**config.mk**
```make
export PLATFORM = sky130hd
export DESIGN_NAME = seg_scan_mux
export DESIGN_NICKNAME = d
export VERILOG_FILES = /design/src/rtl/seg_pkg.sv /design/src/rtl/seg_glyph_rom.sv /design/src/rtl/seg_scan_mux.sv
export SDC_FILE = /design/constraint.sdc
export NUM_CORES = 1
export LEC_CHECK = 0
export ABC_CLOCK_PERIOD_IN_PS = 5200
export CAP_MARGIN = 10
export CELL_PAD_IN_SITES_DETAIL_PLACEMENT = 1
export CELL_PAD_IN_SITES_GLOBAL_PLACEMENT = 2
export CORE_ASPECT_RATIO = 1.4
export CORE_MARGIN = 1.5
export CORE_UTILIZATION = 39
export DETAILED_ROUTE_END_ITERATION = 8
export PLACE_DENSITY = 0.87
export SYNTH_ARGS = -nofsm -noshare
export SYNTH_HDL_FRONTEND = slang
export SYNTH_SLANG_ARGS = --single-unit
```
**constraint.sdc**
```tcl
create_clock -name clk -period 5.2 [get_ports clk]
set_input_delay 1.04 -clock clk [delete_from_list [all_inputs] [get_ports clk]]
set_output_delay 1.04 -clock clk [all_outputs]
set_load 0.05 [all_outputs]
```
**src/rtl/seg_pkg.sv**
```systemverilog
// Shared constants for the 7-segment scan multiplexer: active-low glyphs,
// idle bus values and the digit index width.
package seg_pkg;

    localparam int IDX_W = 2;

    localparam logic [6:0] SEG_OFF = 7'h7F;
    localparam logic [3:0] SEL_OFF = 4'hF;

    // Segment order {g,f,e,d,c,b,a}, 0 = segment lit
    localparam logic [6:0] GLYPH_0 = 7'b1000000;
    localparam logic [6:0] GLYPH_1 = 7'b1111001;
    localparam logic [6:0] GLYPH_2 = 7'b0100100;
    localparam logic [6:0] GLYPH_3 = 7'b0110000;
    localparam logic [6:0] GLYPH_4 = 7'b0011001;
    localparam logic [6:0] GLYPH_5 = 7'b0010010;
    localparam logic [6:0] GLYPH_6 = 7'b0000010;
    localparam logic [6:0] GLYPH_7 = 7'b1111000;
    localparam logic [6:0] GLYPH_8 = 7'b0000000;
    localparam logic [6:0] GLYPH_9 = 7'b0010000;
    localparam logic [6:0] GLYPH_A = 7'b0001000;
    localparam logic [6:0] GLYPH_B = 7'b0000011;
    localparam logic [6:0] GLYPH_C = 7'b1000110;
    localparam logic [6:0] GLYPH_D = 7'b0100001;
    localparam logic [6:0] GLYPH_E = 7'b0000110;
    localparam logic [6:0] GLYPH_F = 7'b0001110;

endpackage

```
**src/rtl/seg_glyph_rom.sv**
```systemverilog
// Combinational 4-bit value to active-low 7-segment glyph (0-9, then hex A-F).
module seg_glyph_rom
    import seg_pkg::*;
(
    input  logic [3:0] value,
    output logic [6:0] glyph
);

    always_comb begin
        glyph = SEG_OFF;
        case (value)
            4'h0: glyph = GLYPH_0;
            4'h1: glyph = GLYPH_1;
            4'h2: glyph = GLYPH_2;
            4'h3: glyph = GLYPH_3;
            4'h4: glyph = GLYPH_4;
            4'h5: glyph = GLYPH_5;
            4'h6: glyph = GLYPH_6;
            4'h7: glyph = GLYPH_7;
            4'h8: glyph = GLYPH_8;
            4'h9: glyph = GLYPH_9;
            4'hA: glyph = GLYPH_A;
            4'hB: glyph = GLYPH_B;
            4'hC: glyph = GLYPH_C;
            4'hD: glyph = GLYPH_D;
            4'hE: glyph = GLYPH_E;
            4'hF: glyph = GLYPH_F;
            default: glyph = SEG_OFF;
        endcase
    end

endmodule

```
**src/rtl/seg_scan_mux.sv**
```systemverilog
// Time-multiplexes a frame-coherent snapshot of four hex digits onto a
// common-anode 7-segment module with ghost blanking, zero suppression and blink.
module seg_scan_mux
    import seg_pkg::*;
#(
    parameter int SCAN_DIV     = 50000,
    parameter int BLANK_CYC    = 1000,
    parameter int BLINK_FRAMES = 128
) (
    input  logic        clk,
    input  logic        rst,
    input  logic [15:0] digits,
    input  logic        blank_lz,
    input  logic        blink_en,
    output logic [3:0]  select,
    output logic [6:0]  seg,
    output logic        frame_tick
);

    localparam int PW = (SCAN_DIV > 1) ? $clog2(SCAN_DIV) : 1;
    localparam int BW = (BLINK_FRAMES > 1) ? $clog2(BLINK_FRAMES) : 1;

    localparam logic [PW-1:0]    PRE_LAST   = PW'(SCAN_DIV - 1);
    localparam logic [PW-1:0]    PRE_BLANK  = PW'(BLANK_CYC);
    localparam logic [BW-1:0]    BLINK_LAST = BW'(BLINK_FRAMES - 1);
    localparam logic [IDX_W-1:0] IDX_LAST   = '1;

    logic [PW-1:0]    prescaler;
    logic [IDX_W-1:0] idx;
    logic [15:0]      shadow;
    logic [BW-1:0]    blink_cnt;
    logic             blink_on;

    logic             step;
    logic             frame_start;
    logic [3:0]       cur_val;
    logic [15:0]      upper;
    logic             lz_hide;
    logic             visible;
    logic [6:0]       glyph;
    logic [3:0]       sel_nxt;
    logic [6:0]       seg_nxt;

    assign step        = (prescaler == PRE_LAST);
    assign frame_start = step && (idx == IDX_LAST);

    assign cur_val = shadow[{idx, 2'b00} +: 4];

    // Digit k hides when it and every more significant digit are zero
    assign upper   = shadow >> {idx, 2'b00};
    assign lz_hide = blank_lz && (idx != '0) && (upper == 16'h0000);
    assign visible = blink_on && !lz_hide;

    seg_glyph_rom u_glyph_rom (
        .value (cur_val),
        .glyph (glyph)
    );

    always_comb begin
        sel_nxt = SEL_OFF;
        seg_nxt = SEG_OFF;
        if ((prescaler >= PRE_BLANK) && visible) begin
            sel_nxt = ~(4'b0001 << idx);
            seg_nxt = glyph;
        end
    end

    always_ff @(posedge clk or posedge rst) begin
        if (rst) begin
            prescaler  <= '0;
            idx        <= '0;
            shadow     <= 16'h0000;
            blink_cnt  <= '0;
            blink_on   <= 1'b1;
            select     <= SEL_OFF;
            seg        <= SEG_OFF;
            frame_tick <= 1'b0;
        end else begin
            prescaler <= step ? '0 : prescaler + 1'b1;
            if (step) begin
                idx <= idx + 1'b1;
            end
            if (frame_start) begin
                shadow <= digits;
            end
            // Blink only advances on frame boundaries so a lit frame is never cut short
            if (!blink_en) begin
                blink_cnt <= '0;
                blink_on  <= 1'b1;
            end else if (frame_start) begin
                if (blink_cnt == BLINK_LAST) begin
                    blink_cnt <= '0;
                    blink_on  <= ~blink_on;
                end else begin
                    blink_cnt <= blink_cnt + 1'b1;
                end
            end
            select     <= sel_nxt;
            seg        <= seg_nxt;
            frame_tick <= frame_start;
        end
    end

endmodule

```
Word level (Yosys, flattened, before mapping):

Memory sizes are Yosys's and may differ from the RTL's.
Cells that the tools add are included.

* shift operators: 3
* equal/unequal tests: 5
* bitwise logic cells: 2
* reductions and logical operators: 9
* muxes and demuxes: 9
* add/subtract/negate cells: 3
* magnitude comparators: 1

Operators by type and width (count)
* two-way mux 7 bit: 4
* adder 16 x 1 -> 16 bit (second input constant): 1
* == test 16 bit (second input constant): 1
* >= comparator 16 x 10 -> 1 bit (second input constant): 1
* logical NOT 16 bit: 1
* two-way mux 16 bit: 1
* indexed part select 16 x 5 -> 4 bit: 1
* right shift 16 x 4 -> 16 bit: 1
* adder 7 x 1 -> 7 bit (second input constant): 1
* == test 7 bit (second input constant): 1
* logical AND 1 bit: 5
* two-way mux 4 bit: 1
* inequality test 2 x 1 -> 1 bit (second input constant): 2
* inverter 4 bit: 1
* << shifter 1 x 2 -> 4 bit (first input constant): 1
* two-way mux 1 bit: 3
* adder 2 x 1 -> 2 bit (second input constant): 1
* == test 2 bit (second input constant): 1
* AND reduction 2 bit: 1
* nonzero test 2 bit: 1
* logical NOT 1 bit: 1
* inverter 1 bit: 1

* logic and storage cells: 41
* register bits after elaboration: 54
* bits of input ports: 20
* memories: 1
* memory bits (read-only): 112
* output and inout port bits: 12

Memory list
* (name not given): depth 16, bits a word 7, rd ports 1, clocked after memory_dff 0, write ports 0, RTL line seg_glyph_rom.sv:11 `case (value)`

Longest topological paths before layout:

Gate-level depths: netlist (run 1).

* word-level depth: 7
* depth in mapped cells: 11

Hierarchy:

From an unflattened synthesis (run 1), not the netlist that was laid out.

* cells, all modules: 244
* area, all modules: 2842.7 µm²

Modules (own cells, without submodules)
* seg_scan_mux: cells an instance 212, times used 1, area an instance 2567.5 µm², seq. area each 1366.3 µm²
* seg_glyph_rom: cells an instance 32, times used 1, area an instance 275.3 µm², seq. area each 0.0 µm²

Least setup slack after synthesis (run 1):

OpenSTA, ideal clock, no wires.

* kind: reg2reg
* start: register idx[1]
* end: register seg[5]
* cell stages (with the launch flop): 12
* slack: 2.687 ns
* data arrival time: 2.431 ns
* setup time: 0.081 ns
* path through: dfrtp_1 clkbuf_1 buf_1 mux4_2 inv_1 ha_1 nor4b_1 nand2_1 a211oi_1 a211oi_1 clkbuf_1 o211ai_1

* word-level cells in the longest chain between the ends: 7
* elaborated cells between the ends (all ways): 11
* classes of those cells: 2 x shift; 1 x mux; 7 x reduce/logical; 1 x memory

RTL lines
* start, declared: RTL line seg_scan_mux.sv:29 `logic [IDX_W-1:0] idx;`
* start signal, assigned: RTL line seg_scan_mux.sv:81 `idx <= idx + 1'b1;`
* branches (longest 6 deep; another with memory (16 x 7 bit))
* two-way mux 7 bit *: RTL line seg_scan_mux.sv:62 `if ((prescaler >= PRE_BLANK) && visible) begin`
* via seg_nxt[5]: RTL line seg_scan_mux.sv:42 `logic [6:0] seg_nxt;`
* end signal, assigned: RTL line seg_scan_mux.sv:99 `seg <= seg_nxt;`
* end, declared: RTL line seg_scan_mux.sv:16 `output logic [6:0] seg,`

Mark *: on every way through the listed nets, which the timed path passes.
A chain may end at the register's enable or synchronous reset.

Final worst setup path (run 1):

* start: register idx[1]
* end: register seg[0]

Same word-level chain as after synthesis.

==> flow_metrics.env, run 1 <==
export IMPL_drive_above_1_share_pct=15.90
export IMPL_cts_sink_count=54
export IMPL_gp_congestion=0.8694
export IMPL_crit_type="reg -> reg"
export IMPL_crit_chain="mux4_2, inv_1, ha_1, nor4b_1, nand2_1, a211oi_1, a211oi_1, o21ai_0"
export IMPL_firstDrtPassIters=4
export IMPL_arrival_ns=3.25
export IMPL_multiInputGateArea_um2=1297
export IMPL_slowest_stage="a211oi_1"
export IMPL_hold_viol_final=0
export IMPL_drv_slew=0
export IMPL_finalCriticalPeriod_ns=3.073
export IMPL_design_area_um2=3242
export IMPL_grt_overflow=0
export IMPL_wirelength_um=5483
export IMPL_root_buffer="clkbuf_8"
export IMPL_postSynthCellCount=250
export IMPL_grt_max_degree=55
export IMPL_setup_worst_path_end_class="flip-flop"
export IMPL_dp_hpwl_um=4080
export IMPL_antenna_cells=0
export IMPL_min_from="prescaler[0]"
export IMPL_required_ns=5.38
export IMPL_ff2ff_setup_slack_ns=2.13
export IMPL_slowest_delay_ns=0.89
export IMPL_rsz0062_at_grt="false"
export IMPL_post_route_util_pct=47.04
export IMPL_start_util_pct=39.89
export IMPL_r2r_start="idx[1]"
export IMPL_maxSlewHeadroom_pct=24.09
export IMPL_route_detailed_drc=0
export IMPL_power_density_nw_per_um2=211.5
export IMPL_holdPathStages=1
export IMPL_start_kind="flip-flop"
export IMPL_yosysUniqueCellTypes=47
export IMPL_wl_per_cell_um=14.51
export IMPL_final_setup_tns_ns=0
export IMPL_nets=315
export IMPL_std_cell_rows=36
export IMPL_async_reset_ff_share_pct=100.0
export IMPL_io_buffers=31
export IMPL_ys_flop_type="dfrtp_1"
export IMPL_grtUsageTotal_pct=16.30
export IMPL_via_per_inst=5.225
export IMPL_vias=1975
export IMPL_max_freq_mhz=325.4
export IMPL_dpl_cell_area_um2=3151
export IMPL_cts_hold_buf=0
export IMPL_synth_seq_cells=54
export IMPL_postCtsResizedCells=0
export IMPL_grt_pass1_vias=2045
export IMPL_die_area_um2=7568
export IMPL_syn_num_nets=283
export IMPL_synth_yosys_seq_area_share_pct=49.70
export IMPL_worstMarginPinSlew_ns=1.132
export IMPL_htree_num_levels=2
export IMPL_n_fill_cell=767
export IMPL_cap_violations=0
export IMPL_syn_avg_cell_area_um2=11.00
export IMPL_drtIter0Drc=60
export IMPL_die_h_um=102.3
export IMPL_timing_final_crit_share_pct=59.10
export IMPL_leakage_nw=1.355
export IMPL_drtAntennaViolNets=0
export IMPL_finalSetupViolations=0
export IMPL_core_area_um2=6892
export IMPL_grt_first_pass_wirelength_um=9487
export IMPL_antenna_found_initial=0
export IMPL_worst_ir_drop_vdd_v=0.0001485
export IMPL_cts_tree="done"
export IMPL_die_x_um=73.96
export IMPL_seq_area_um2=1366
export IMPL_timing_rr_end="seg[0]"
export IMPL_worstHoldEndpoint="prescaler[0]"
export IMPL_ys_warn_count=0
export IMPL_r2r_cells=8
export IMPL_tritoncts_num_buffers=5
export IMPL_crit_top_cell="a211oi_1"
export IMPL_crit_start="idx[1]"
export IMPL_cts_buffer_depth=2
export IMPL_pin_count=32
export IMPL_clkLatencyLatePin_ns=0.31
export IMPL_clock_skew_ns=0.01158
export IMPL_cts_setup_buffers=0
export IMPL_area_growth_pct=17.93
export IMPL_min_path_type="reg -> reg"
export IMPL_synth_edff_count=0
export IMPL_status="completed"
export IMPL_clk_pin_slew_ns=0.10
export IMPL_syn_area_um2=2749
export IMPL_critPathMaxFanout=19
[cell usage after synthesis, types with 2 or more instances]
cell type,instances,area share (%)
and2_1,3,0.68
nor4_1,4,0.91
nand4_1,4,0.91
xor2_1,9,2.9
clkbuf_1,4,0.55
mux2_2,18,7.4
dfrtp_1,42,38
a21boi_0,2,0.55
o21ai_0,14,2.5
inv_1,11,1.5
mux4_2,3,2.5
nor2b_1,4,0.91
nand2b_1,4,0.91
ha_1,13,5.9
o311ai_0,2,0.64
dfstp_2,12,11
o31ai_1,4,1.1
a211oi_1,4,1.1
nor2_1,13,1.8
nor3_1,3,0.55
o221ai_1,2,0.64
a21oi_1,2,0.36
nand2_1,22,3.0
xnor2_1,8,2.5
nand3_1,16,2.9
and3_1,6,1.4
[per-stage QoR]
step,power [mW],setup WS (ns),hold slack [ns],instances
global route,0.7174,1.774,0.5195,378
finish,0.6857,2.127,0.4912,378
CTS,0.6979,2.068,0.4987,378
global placement,0.4540,2.240,0.4671,370
detailed placement,0.4541,2.064,0.4799,370
floorplan,0.4354,2.687,0.4455,250
[sequential cells by signal (all words and copies together), names as in the netlist]
name	flops
prescaler	16
shadow	16
blink_cnt	7
seg	7
select	4
idx	2
blink_on	1
frame_tick	1
[cells in the final DEF (no fill, tap or decap), types with 9 or more instances in the layout]
cell type / count
dfrtp_1: 42
clkdlybuf4s50_1: 31
nand2_1: 22
mux2_2: 18
nand3_1: 16
o21ai_0: 14
nor2_1: 13
ha_1: 13
dfstp_2: 12
inv_1: 10
xor2_1: 9
[worst max-delay path, delay by kind of cell, from the launching register on]
family          cells  cell delay [ns]
fa+ha+maj           1             0.25
flops               1             0.73
buf+inv             1             0.11
simple gates        2             0.22
compound gates      3             1.24
mux                 1             0.39
[area by class of cell]
class | count | area share (%)
flip-flops and latches | 54 | 42.15
multi-input cells | 176 | 40.02
repair buffers | 32 | 9.803
well taps | 95 | 3.667
clock buffers | 7 | 2.663
inverters | 13 | 1.544
clock inverters | 1 | 0.1544
[report_power, final]
group	leakage (nW)	switching, mW	internal, mW
clock network	0.0482	0.133	0.108
registers	0.694	0.0000000000000000124	0.420
logic	0.614	0.0113	0.0136
total	1.36	0.144	0.541
[kinds of logic (layout without fill, tap and decap cells)]
kind of cell	after synthesis	in the layout	share of synthesized area, %
adder cells (fa/ha/maj)	13	13	5.917
flip-flops	54	54	49.70
XOR/XNOR	17	17	5.417
buffers and inverters	20	53	3.094
AND/OR/NAND/NOR	86	86	16.34
AO/OA/AOI/OAI	38	38	9.332
multiplexers	22	22	10.20
[metal layers]
metal | GRT usage, % | routed length (µm) | up-vias
li1 | - | - | 949
met3 | 3.254 | 133 | 6
met1 | 21.06 | 2480 | 991
met4 | 5.983 | 95 | 0
met5 | 0 | 0 | -
met2 | 26.79 | 2773 | 29
[worst max path at each step]
stage | to | slack (ns) | depth (start not counted)
after floorplan | seg[5] | 2.69 | 11
after global placement | seg[4] | 2.24 | 8
after detailed placement | seg[4] | 2.06 | 8
after CTS | seg[4] | 2.07 | 8
after global routing | seg[4] | 1.77 | 8
final | seg[0] | 2.13 | 8
Note: power is estimated with default switching activity, not from simulation.
==> inputs of run 2 (changes only) <==
--- a/config.mk
+++ b/config.mk
@@ -5,15 +5,15 @@
 export SDC_FILE = /design/constraint.sdc
 export NUM_CORES = 1
 export LEC_CHECK = 0
-export ABC_CLOCK_PERIOD_IN_PS = 5200
+export ABC_CLOCK_PERIOD_IN_PS = 2900
 export CAP_MARGIN = 10
 export CELL_PAD_IN_SITES_DETAIL_PLACEMENT = 1
 export CELL_PAD_IN_SITES_GLOBAL_PLACEMENT = 2
 export CORE_ASPECT_RATIO = 1.4
 export CORE_MARGIN = 1.5
-export CORE_UTILIZATION = 39
+export CORE_UTILIZATION = 37
 export DETAILED_ROUTE_END_ITERATION = 8
-export PLACE_DENSITY = 0.87
+export PLACE_DENSITY = 0.84
 export SYNTH_ARGS = -nofsm -noshare
 export SYNTH_HDL_FRONTEND = slang
 export SYNTH_SLANG_ARGS = --single-unit
==> constraint.sdc (replaced) <==
create_clock -name clk -period 2.9 [get_ports clk]
set_input_delay 0.58 -clock clk [delete_from_list [all_inputs] [get_ports clk]]
set_output_delay 0.58 -clock clk [all_outputs]
set_load 0.05 [all_outputs]
==> run 2 against run 1 <==
  * Combinational power increased by 91%
  * Maximum frequency increased by 26%
  * Routed wire length increased by 6.2%
  * Global-route usage increased by 0.25 points
  * Count of clock-buffer cells in the layout decreased by 1
  * Core utilization decreased by 1.8 points
  * Flip-flop and latch count unchanged
  * Non-clock buffer count increased by 4
  * Sequential power increased by 79%
  * Critical endpoint is now seg[4]
  * Setup slack got worse by 1.7 ns
  * Clock power increased by 72%
  * Final cell count increased by 1.6%
==> flow_metrics.env, run 2 (synthesized netlist as in run 1, its figures left out) <==
export IMPL_status="completed"
export IMPL_wl_per_cell_um=15.17
export IMPL_min_path_type="reg -> reg"
export IMPL_n_fill_cell=829
export IMPL_start_kind="flip-flop"
export IMPL_die_x_um=75.85
export IMPL_hold_viol_final=0
export IMPL_htree_num_levels=2
export IMPL_arrival_ns=2.63
export IMPL_gp_congestion=0.7706
export IMPL_grtUsageTotal_pct=16.55
export IMPL_cts_hold_buf=0
export IMPL_wirelength_um=5825
export IMPL_slowest_delay_ns=0.58
export IMPL_seq_power_share_pct=61.9
export IMPL_area_growth_pct=19.57
export IMPL_max_freq_mhz=410.3
export IMPL_stdcell_count=384
export IMPL_timing_final_crit_share_pct=84.04
export IMPL_die_area_um2=7963
export IMPL_tritoncts_num_buffers=5
export IMPL_post_route_util_pct=45.22
export IMPL_worst_ir_drop_vdd_v=0.0001984
export IMPL_grt_overflow=0
export IMPL_antenna_cells=0
export IMPL_clkLatencyLatePin_ns=0.31
export IMPL_die_h_um=105.0
export IMPL_worstMarginPinSlew_ns=0.6808
export IMPL_cts_tree="done"
export IMPL_rsz0062_at_grt="false"
export IMPL_grt_first_pass_wirelength_um=10240
export IMPL_cts_buffer_depth=2
export IMPL_finalCriticalPeriod_ns=2.437
export IMPL_report_power_total_mw=1.216
export IMPL_core_area_um2=7268
export IMPL_worstHoldEndpoint="blink_cnt[5]"
export IMPL_dp_hpwl_um=4298
export IMPL_leakage_nw=1.380
export IMPL_p_sw_share_pct=21.84
export IMPL_drv_slew=0
export IMPL_route_detailed_drc=0
export IMPL_finalSetupViolations=0
export IMPL_drive_above_1_share_pct=17.42
export IMPL_path_buf_inv=1
export IMPL_layout_common_cells="42 x dfrtp_1, 31 x clkdlybuf4s50_1, 22 x nand2_1"
export IMPL_crit_type="reg -> reg"
export IMPL_grt_max_degree=30
export IMPL_cts_sink_count=54
export IMPL_maxSlewHeadroom_pct=54.53
export IMPL_multiInputGateArea_um2=1303
export IMPL_firstDrtPassIters=4
export IMPL_power_density_nw_per_um2=370.0
export IMPL_pin_count=32
export IMPL_clkPwrFrac_pct=34.1
export IMPL_nets=319
export IMPL_setup_worst_path_end_class="flip-flop"
export IMPL_holdPathStages=1
export IMPL_p_int_mw=0.9506
export IMPL_timing_rr_end="seg[4]"
export IMPL_comb_power_share_pct=3.9
export IMPL_start_util_pct=37.82
export IMPL_final_common_cell="dfrtp_1"
export IMPL_slowest_stage="mux4_2"
export IMPL_root_buffer="clkbuf_8"
export IMPL_antenna_found_initial=0
export IMPL_critPathMaxFanout=11
export IMPL_min_from="blink_cnt[5]"
export IMPL_via_per_inst=5.190
export IMPL_grt_pass1_vias=2078
export IMPL_crit_family="multiplexers"
export IMPL_ff2ff_setup_slack_ns=0.46
export IMPL_power_switching_mw=0.2656
export IMPL_std_cell_rows=37
export IMPL_drtIter0Drc=66
export IMPL_crit_chain="mux4_2, inv_1, ha_1, nor4b_1, nand2_1, a211oi_1, a211oi_2, o311ai_0"
export IMPL_io_buffers=31
export IMPL_drtAntennaViolNets=0
export IMPL_vias=1993
export IMPL_seq_area_um2=1366
export IMPL_clock_skew_ns=0.01038
export IMPL_required_ns=3.09
export IMPL_clk_pin_slew_ns=0.09
export IMPL_r2r_start="idx[0]"
export IMPL_place_inst=376
export IMPL_r2r_cells=8
export IMPL_cap_violations=0
export IMPL_reg_largest_list="prescaler x16, shadow x16"
[run 2: repair_timing]
action / CTS / global route
buffers inserted: 0 / 0
setup endpoints to repair: 3 / 0
resized for setup: 1 / 0
[run 2: layout make-up]
type | instances | share of cell area [%]
clock buffer | 6 | 2.208
inverter | 13 | 1.523
sequential | 54 | 41.57
timing repair buffer | 36 | 10.96
tap | 97 | 3.692
clock inverter | 2 | 0.4187
multi-input combinational | 176 | 39.63
[run 2: power groups by stage]
| stage | Clock, mW | Combinational, mW | Sequential [mW] |
|---|---|---|---|
| floorplan | 0 | 0.0133 | 0.767 |
| global route | 0.456 | 0.0537 | 0.754 |
| finish | 0.415 | 0.0476 | 0.753 |
| CTS | 0.434 | 0.0495 | 0.753 |
| global placement | 0 | 0.0494 | 0.767 |
| detailed placement | 0 | 0.0494 | 0.767 |
[run 2: how the worst max path moves through the flow]
stage          startpoint  endpoint  slack, ns  depth (start not counted)
3_5_place_dp       idx[0]    seg[4]      -0.01                          8
2_1_floorplan      idx[1]    seg[5]       0.39                         11
6_report           idx[0]    seg[4]       0.46                          8
3_3_place_gp       idx[0]    seg[4]       0.16                          8
4_1_cts            idx[0]    seg[4]       0.40                          8
5_1_grt            idx[0]    seg[4]       0.23                          8
[run 2: stage by stage]
stage / setup TNS [ns] / instance area (µm²) / hold WS, ns / setup WS, ns
floorplan: 0 / 2749 / 0.4455 / 0.3875
global placement: 0 / 3196 / 0.4659 / 0.1584
detailed placement: -0.01006 / 3196 / 0.4793 / -0.01006
CTS: 0 / 3287 / 0.4939 / 0.3965
global route: 0 / 3287 / 0.5213 / 0.2287
finish: 0 / 3287 / 0.4992 / 0.4629
[run 2: routing by layer]
| layer | GRT usage, % | routed length (µm) | vias up |
|---|---|---|---|
| met2 | 26.58 | 2951 | 26 |
| met4 | 5.230 | 88 | 0 |
| met5 | 0 | 0 | - |
| li1 | - | - | 954 |
| met3 | 2.604 | 123 | 6 |
| met1 | 22.42 | 2661 | 1007 |
